==> src/rtl/intel_hex_pkg.sv <==
// Shared types and constants for the Intel HEX record parser.
package intel_hex_pkg;

  typedef enum logic [3:0] {
    WAIT_COLON,
    COUNT,
    ADDR_HI,
    ADDR_LO,
    TYPE,
    DATA,
    CHECKSUM,
    DONE,
    ERROR
  } state_e;

  localparam logic [2:0] ERR_NONE      = 3'd0;
  localparam logic [2:0] ERR_BAD_CHAR  = 3'd1;
  localparam logic [2:0] ERR_CHECKSUM  = 3'd2;
  localparam logic [2:0] ERR_BAD_TYPE  = 3'd3;
  localparam logic [2:0] ERR_EOF_COUNT = 3'd4;

  localparam logic [7:0] REC_DATA   = 8'h00;
  localparam logic [7:0] REC_EOF    = 8'h01;
  localparam logic [7:0] COLON_CHAR = 8'h3A;

endpackage

==> src/rtl/hex_nibble_decode.sv <==
// Combinational ASCII hex digit decoder: '0'-'9', 'A'-'F', 'a'-'f' -> 4-bit value.
module hex_nibble_decode (
  input  logic [7:0] ch,
  output logic [3:0] value,
  output logic       valid
);

  always_comb begin
    // NOTE: defaults first so every path assigns both outputs and no latch is inferred.
    value = 4'h0;
    valid = 1'b0;
    if (ch >= 8'h30 && ch <= 8'h39) begin
      value = 4'(ch - 8'h30);
      valid = 1'b1;
    end else if (ch >= 8'h41 && ch <= 8'h46) begin
      value = 4'(ch - 8'h37);
      valid = 1'b1;
    end else if (ch >= 8'h61 && ch <= 8'h66) begin
      value = 4'(ch - 8'h57);
      valid = 1'b1;
    end
  end

endmodule

==> src/rtl/intel_hex_parser.sv <==
// Streaming Intel HEX parser: one ASCII character per i_en strobe, emits decoded data bytes.
// Define IHEX_CHECKSUM_EN to turn a record checksum mismatch into error code 2.
module intel_hex_parser
  import intel_hex_pkg::*;
#(
  parameter int ADDR_W = 16
) (
  input  logic              i_clk,
  input  logic              i_rst,
  input  logic              i_en,
  input  logic [7:0]        i_data,
  output logic [ADDR_W-1:0] o_addr,
  output logic [7:0]        o_data,
  output logic              o_data_valid,
  output logic              o_idle,
  output logic [2:0]        o_error_code,
  output logic              o_parse_complete
);

`ifdef IHEX_CHECKSUM_EN
  localparam bit CSUM_CHECK = 1'b1;
`else
  localparam bit CSUM_CHECK = 1'b0;
`endif

  state_e      state;
  logic        have_hi;
  logic [3:0]  hi_nib;
  logic [7:0]  count;
  logic [7:0]  rec_type;
  logic [7:0]  idx;
  logic [7:0]  csum;
  logic [15:0] rec_addr;

  logic [3:0]  nib;
  logic        nib_ok;
  logic [7:0]  byte_val;
  logic [7:0]  csum_next;
  logic        is_colon;
  logic        csum_bad;

  hex_nibble_decode u_dec (
    .ch    (i_data),
    .value (nib),
    .valid (nib_ok)
  );

  assign byte_val  = {hi_nib, nib};
  assign csum_next = csum + byte_val;
  assign is_colon  = (i_data == COLON_CHAR);
  // The checksum byte itself is part of the sum, so a good record totals zero.
  assign csum_bad  = CSUM_CHECK && (csum_next != 8'h00);

  // NOTE: all state uses non-blocking assignments so every register samples pre-edge values.
  always_ff @(posedge i_clk) begin
    if (i_rst) begin
      state            <= WAIT_COLON;
      have_hi          <= 1'b0;
      hi_nib           <= 4'h0;
      count            <= 8'h00;
      rec_type         <= 8'h00;
      idx              <= 8'h00;
      csum             <= 8'h00;
      rec_addr         <= 16'h0000;
      o_addr           <= '0;
      o_data           <= 8'h00;
      o_data_valid     <= 1'b0;
      o_idle           <= 1'b1;
      o_error_code     <= ERR_NONE;
      o_parse_complete <= 1'b0;
    end else begin
      o_data_valid <= 1'b0;
      if (i_en) begin
        case (state)
          WAIT_COLON: begin
            if (is_colon) begin
              state   <= COUNT;
              csum    <= 8'h00;
              have_hi <= 1'b0;
              o_idle  <= 1'b0;
            end
          end
          DONE, ERROR: ;
          default: begin
            if (is_colon) begin
              state   <= COUNT;
              csum    <= 8'h00;
              have_hi <= 1'b0;
            end else if (!nib_ok) begin
              state        <= ERROR;
              o_error_code <= ERR_BAD_CHAR;
            end else if (!have_hi) begin
              hi_nib  <= nib;
              have_hi <= 1'b1;
            end else begin
              have_hi <= 1'b0;
              csum    <= csum_next;
              case (state)
                COUNT: begin
                  count <= byte_val;
                  state <= ADDR_HI;
                end
                ADDR_HI: begin
                  rec_addr[15:8] <= byte_val;
                  state          <= ADDR_LO;
                end
                ADDR_LO: begin
                  rec_addr[7:0] <= byte_val;
                  state         <= TYPE;
                end
                TYPE: begin
                  rec_type <= byte_val;
                  idx      <= 8'h00;
                  if (byte_val == REC_DATA) begin
                    state <= (count == 8'h00) ? CHECKSUM : DATA;
                  end else if (byte_val == REC_EOF && count == 8'h00) begin
                    state <= CHECKSUM;
                  end else if (byte_val == REC_EOF) begin
                    state        <= ERROR;
                    o_error_code <= ERR_EOF_COUNT;
                  end else begin
                    state        <= ERROR;
                    o_error_code <= ERR_BAD_TYPE;
                  end
                end
                DATA: begin
                  o_data       <= byte_val;
                  o_addr       <= ADDR_W'(rec_addr) + ADDR_W'(idx);
                  o_data_valid <= 1'b1;
                  idx          <= idx + 8'd1;
                  if (idx + 8'd1 == count) state <= CHECKSUM;
                end
                CHECKSUM: begin
                  if (csum_bad) begin
                    state        <= ERROR;
                    o_error_code <= ERR_CHECKSUM;
                  end else if (rec_type == REC_EOF) begin
                    state            <= DONE;
                    o_parse_complete <= 1'b1;
                    o_idle           <= 1'b1;
                  end else begin
                    state  <= WAIT_COLON;
                    o_idle <= 1'b1;
                  end
                end
                default: ;
              endcase
            end
          end
        endcase
      end
    end
  end

endmodule

==> config.mk <==
export PLATFORM = sky130hd
export DESIGN_NAME = intel_hex_parser
export DESIGN_NICKNAME = d
export VERILOG_FILES = /design/src/rtl/intel_hex_pkg.sv /design/src/rtl/hex_nibble_decode.sv /design/src/rtl/intel_hex_parser.sv
export SDC_FILE = /design/constraint.sdc
export NUM_CORES = 1
export LEC_CHECK = 0
export BUFFER_PORTS_ARGS = -buffer_cell sky130_fd_sc_hd__buf_4
export CAP_MARGIN = 20
export CORE_AREA = 2 2 96 98
export CTS_BUF_LIST = sky130_fd_sc_hd__clkbuf_8
export DETAILED_ROUTE_END_ITERATION = 8
export DIE_AREA = 0 0 98 100
export GPL_TIMING_DRIVEN = 0
export PLACE_DENSITY = 0.77
export SETUP_SLACK_MARGIN = 0.02
export SYNTH_ARGS = -nofsm -noshare
export SYNTH_HDL_FRONTEND = slang
export SYNTH_SLANG_ARGS = --single-unit
export TNS_END_PERCENT = 10
==> constraint.sdc <==
create_clock -name i_clk -period 2.2 [get_ports i_clk]
set_clock_uncertainty 0.2 [all_clocks]
set_input_delay 0.22 -clock i_clk [delete_from_list [all_inputs] [get_ports i_clk]]
set_output_delay 0.22 -clock i_clk [all_outputs]
set_load 0.02 [all_outputs]
# [Word-level counts from Yosys, hierarchy flattened]
# Index checks and enable logic that the tools add are counted.
# Widths: inputs -> output; s select.
[totals] regBits=79
[op_classes] reduce_logical=26 n_lt_le_gt_ge=6 n_eq_ne=21 n_bitwise=6 mux=35 n_addsub=5
[ops] cell="$reduce_and 6->1" n=7
[ops] cell="$mux 4" n=10
[ops] cell="$pmux 4 s6" n=1
[ops] cell="$mux 3" n=7
[ops] cell="$reduce_and 7->1" n=3
[ops] cell="$add 16x8->16" n=1
[ops] cell="$eq 4x3->1 const B" n=4
[ops] cell="$eq 8x1->1 const B" n=2
[ops] cell="$ge 8x7->1 const B" n=2
[ops] cell="$le 8x7->1 const B" n=2
[ops] cell="$logic_not 8->1" n=2
[ops] cell="$pmux 8 s2" n=1
[ops] cell="$mux 1" n=12
[ops] cell="$add 8x1->8 const B" n=1
[ops] cell="$eq 4x2->1 const B" n=2
[ops] cell="$eq 8x6->1 const B" n=1
[ops] cell="$eq 8x8->1" n=1
[ops] cell="$ge 8x6->1 const B" n=1
[ops] cell="$le 8x6->1 const B" n=1
[ops] cell="$ne 2x2->1 const B" n=4
[ops] cell="$ne 8x1->1 const B" n=1
[ops] cell="$pmux 4 s2" n=1
[ops] cell="$reduce_bool 2->1" n=4
[ops] cell="$reduce_or 8->1" n=1
[ops] cell="16 further kinds" n=27

# [Depth between registers and ports, before layout]
[logic_depth] word_depth=14 depth_mapped=11 mapped_depth_nobuf=9

# [Modules after synthesis]
# Synthesis repeated with hierarchy kept, for this count alone.
[hier_totals] hier_cells=497 hier_area_um2=4048.9
[modules_own_cells] module="intel_hex_parser" area_each_um2=3844.9 cells_each=472 seq_area_each_um2=1581.5 instances=1
[modules_own_cells] module="hex_nibble_decode" area_each_um2=203.9 cells_each=25 seq_area_each_um2=0.0 instances=1

# [Worst setup path after synthesis]
# OpenSTA, ideal clock, no wires.
[synth_path] path_kind="reg-to-reg" startpoint="reg idx[0]" endpoint="reg o_addr[12]" path_slack_ns=-0.156 path_buffers=0 setup_ns=0.080 path_stages_with_launch=10 arrival_time_ns=2.076 period_less_slack_ns=2.356 cell_sequence="dfxtp_1 > ha_1 > inv_1 > fa_1 > nor2b_1 > o2111ai_1 > a31oi_1 > nand3_1 > xor2_1 > a211oi_2"
[synth_via] elab_chain_cells=1
[synth_lines] element="start: declaration" line="intel_hex_parser.sv:31" source="logic [7:0] idx;"
[synth_lines] element="start signal: assignment" line="intel_hex_parser.sv:130" source="idx <= idx + 8'd1;"
[synth_lines] element="$add 16x8->16" line="intel_hex_parser.sv:128" source="o_addr <= ADDR_W'(rec_addr) + ADDR_W'(idx);"
[synth_lines] element="end signal: assignment" line="intel_hex_parser.sv:128"
[synth_lines] element="end: declaration" line="intel_hex_parser.sv:12" source="output logic [ADDR_W-1:0] o_addr,"
# No other way between the ends.
# A chain may end at the register's enable or synchronous reset.

# [Worst setup path after layout]
[layout_path] startpoint="reg idx[1]" endpoint="reg o_addr[15]"
# Same word-level chain as after synthesis.

==> impl_metrics.json <==
{
  "final_nets": 597,
  "root_buffer": "clkbuf_8",
  "dieArea_sq_um": 9800,
  "cts.htree.levels": 3,
  "clock_latency_ps": 360,
  "cts_hold_buf": 0,
  "ys_top_cells_by_area": "dfxtp_1 37%, mux2i_1 6.0%, nor2_1 5.7%, nand2_1 3.9%, a21oi_1 3.8%",
  "io_pins": 41,
  "post-route-period-util_pct": 107,
  "fillCellCount": 710,
  "drtAntennaViolNets": 0,
  "worst_slew_pin_slew_ps": 782,
  "cap_violations": 0,
  "finalPower_w": 0.00270,
  "core_sq_um": 8890,
  "worstSetupStartpoint": "idx[1]$_SDFFE_PP0P_",
  "drc": 0,
  "r2r_end": "o_addr[15]$_SDFFE_PP0P_",
  "setup_viol": 31,
  "dr.pass1.iters": 5,
  "tns_ps": -1260,
  "syn_inst": 492,
  "p_comb_share_pct": 4.8,
  "fin_hold_ws_ps": 70.4,
  "async_flop_share_pct": 0,
  "netlist_area_sq_um": 4310,
  "yosys-top-cells-count": "79 x dfxtp_1, 65 x nor2_1, 45 x nand2_1",
  "crit_required_ps": 2280,
  "crit_type": "flop to flop",
  "min_path_type": "input port to flop",
  "regToRegStartpoint": "idx[1]$_SDFFE_PP0P_",
  "yosysUniqueCellTypes": 74,
  "io_buffers": 39,
  "slew_viol_final": 0,
  "clock_power_share_pct": 42.3,
  "path_max_fanout": 6,
  "viasPerCell": 6.16,
  "swShare_pct": 24.7,
  "synth_most_common_cell": "dfxtp_1",
  "cts.clk_slew.worst_paths_ps": 90,
  "cts_tree": "done",
  "p_int_w": 0.00203,
  "seqPwrFrac_pct": 52.9,
  "fmax_mhz": 425,
  "routabilityCongestion": 0.855,
  "synth_ff_type": "dfxtp_1",
  "synth_edf_count": 0,
  "num_rows": 35,
  "die_w_microns": 98,
  "yosysWarningCount": 0,
  "syn_nets": 517,
  "p_leak_nw": 2.29,
  "hold_violations": 0,
  "status": "finished with violations",
  "grt_usage_pct": 24.3,
  "end_kind": "flop",
  "synth-seq-cells": 79,
  "grt_antenna_before_repair": 0,
  "cts_inserted_buffers": 9,
  "worstRegToRegCells": 7,
  "grt_pass1_vias": 3910,
  "vias": 4239,
  "drt_first_iter_violations": 269,
  "grt_pass1_wl_mm": 19.0,
  "wl_per_cell_microns": 19.6,
  "overflow": 0,
  "n_antenna_cell": 0,
  "fin_util_pct": 64.2,
  "clkSinkCount": 79,
  "p_switching_w": 0.000666,
  "p_per_area_nw_per_um2": 473,
  "reg2reg_slack_ps": -160,
  "slew_headroom_pct": 47.7,
  "detailed_place_hpwl_mm": 8.26,
  "grt_max_degree": 15,
  "syn_to_final_growth_pct": 32.4,
  "start_util_pct": 48.5,
  "pre_cts_slack_ps": -572,
  "drt_wl_total_mm": 13.5,
  "worst_setup_path_start_kind": "flop",
  "crit_arrival_ps": 2440,
  "yosysSeqAreaShare_pct": 36.7,
  "rsz0062_at_grt": "true",
  "violations": "setup timing",
  "finalWorstSetupSlack_ps": -155,
  "clockBufferDepth": 2,
  "endpoint": "o_addr[15]$_SDFFE_PP0P_",
  "fp.dieH_microns": 100,
  "post-route-min-period_ps": 2360,
  "drive_gt1_share_pct": 32.2,
  "peakVddDrop_mv": 0.429,
  "yosysTopAreaCell": "dfxtp_1",
  "yosys.area.top_type_share_pct": 36.7,
  "syn_avg_cell_area_sq_um": 8.76
}
-- per-layer routing --
metal / vias to the layer above / part of all wire (%) / GRT usage, %
li1: 1937 / - / -
met1: 2051 / 40 / 29.4
met2: 200 / 50 / 42.1
met3: 51 / 7.0 / 4.11
met4: 0 / 3.4 / 11.4
met5: - / 0 / 0
-- layout make-up --
class	instances	area [sq um]	share of cell area, %
Clock buffer	10	138	2.41
Timing Repair Buffer	70	634	11.1
Clock inverter	6	67.6	1.18
Buffer	25	251	4.41
Tap cell	111	139	2.43
Multi-Input combinational cell	374	2840	49.7
Sequential cell	79	1590	27.9
Inverter	13	48.8	0.855
-- logic make-up after synthesis --
family,share of synthesized area [%]
adders and majority gates,4.24
muxes,6.30
and+or+nand+nor,23.4
xor gates and xnor gates,5.40
buffers and inverters,5.69
AOI/OAI and AO/OA,18.3
DFF,36.7
-- worst min-delay path by stage --
| stage | start | to | cells past startpoint |
|---|---|---|---|
| floorplan | rec_type[4]$_SDFFE_PP0P_ | rec_type[4]$_SDFFE_PP0P_ | 2 |
| global placement | rec_type[3]$_SDFFE_PP0P_ | rec_type[3]$_SDFFE_PP0P_ | 2 |
| detailed placement | o_addr[6]$_SDFFE_PP0P_ | o_addr[6]$_SDFFE_PP0P_ | 2 |
| CTS | i_rst | state[2]$_SDFFE_PP0P_ | 3 |
| global route | i_rst | state[2]$_SDFFE_PP0P_ | 3 |
| finish | i_rst | state[2]$_SDFFE_PP0P_ | 3 |
-- stage by stage --
stage	instance area (sq um)	instances
3_5_place_dp	4780	642
2_1_floorplan	4350	492
5_1_grt	5710	688
4_1_cts	5330	673
3_3_place_gp	4780	642
6_report	5710	688
-- power by group through the flow --
stage | Combinational, W | Sequential [W] | Clock (W)
after floorplan | 0.0000702 | 0.00146 | 0
after global placement | 0.000113 | 0.00146 | 0
after CTS | 0.000124 | 0.00143 | 0.00114
final | 0.000131 | 0.00143 | 0.00114
after detailed placement | 0.000116 | 0.00146 | 0
after global routing | 0.000140 | 0.00143 | 0.00122
-- registers in the layout (all words and copies together), names as in the netlist, 3 cells and up --
name          flops
idx               8
rec_addr         16
o_data            8
o_addr           16
hi_nib            4
count             8
state             4
rec_type          8
o_error_code      3
-- worst max-delay path: stages, from the launching register on --
cell	delay [ps]
dfxtp_4	390
ha_4	270
a21o_1	140
a21oi_2	80
o211ai_1	400
a31oi_1	220
or3_1	360
a311oi_2	230
-- what timing repair did --
| action | CTS | global route |
|---|---|---|
| gates cloned | 1 | 4 |
| resized for setup | 46 | 42 |
| pin swaps | 19 | 28 |
| setup buffers | 14 | 15 |
| setup endpoints to repair | 79 | 77 |
-- placed cells by master (no fill, tap or decap), types with 3 or more instances in the layout --
cell        n
dfxtp_1    73
buf_4      63
nor2_1     58
nand2_1    41
a21oi_1    28
mux2i_1    26
nand3_1    18
clkbuf_8   14
inv_1      13
o21ai_0    12
nor3_1     11
xnor2_1    11
xor2_1     11
a211oi_1    8
a211oi_2    8
ha_1        8
clkbuf_1    7
buf_6       7
nor2_2      7
a21oi_2     5
o211ai_1    5
and3_1      5
ha_4        5
buf_8       4
nand3_4     4
a21o_1      4
or2_2       4
buf_12      4
and4_1      4
nand3b_1    4
nand3_2     4
dfxtp_2     4
nand2b_1    3
nand4_1     3
o2111ai_1   3
nor4_1      3
or3_1       3
o21a_1      3
clkbuf_16   3
Power figures use the tool's default switching activity.
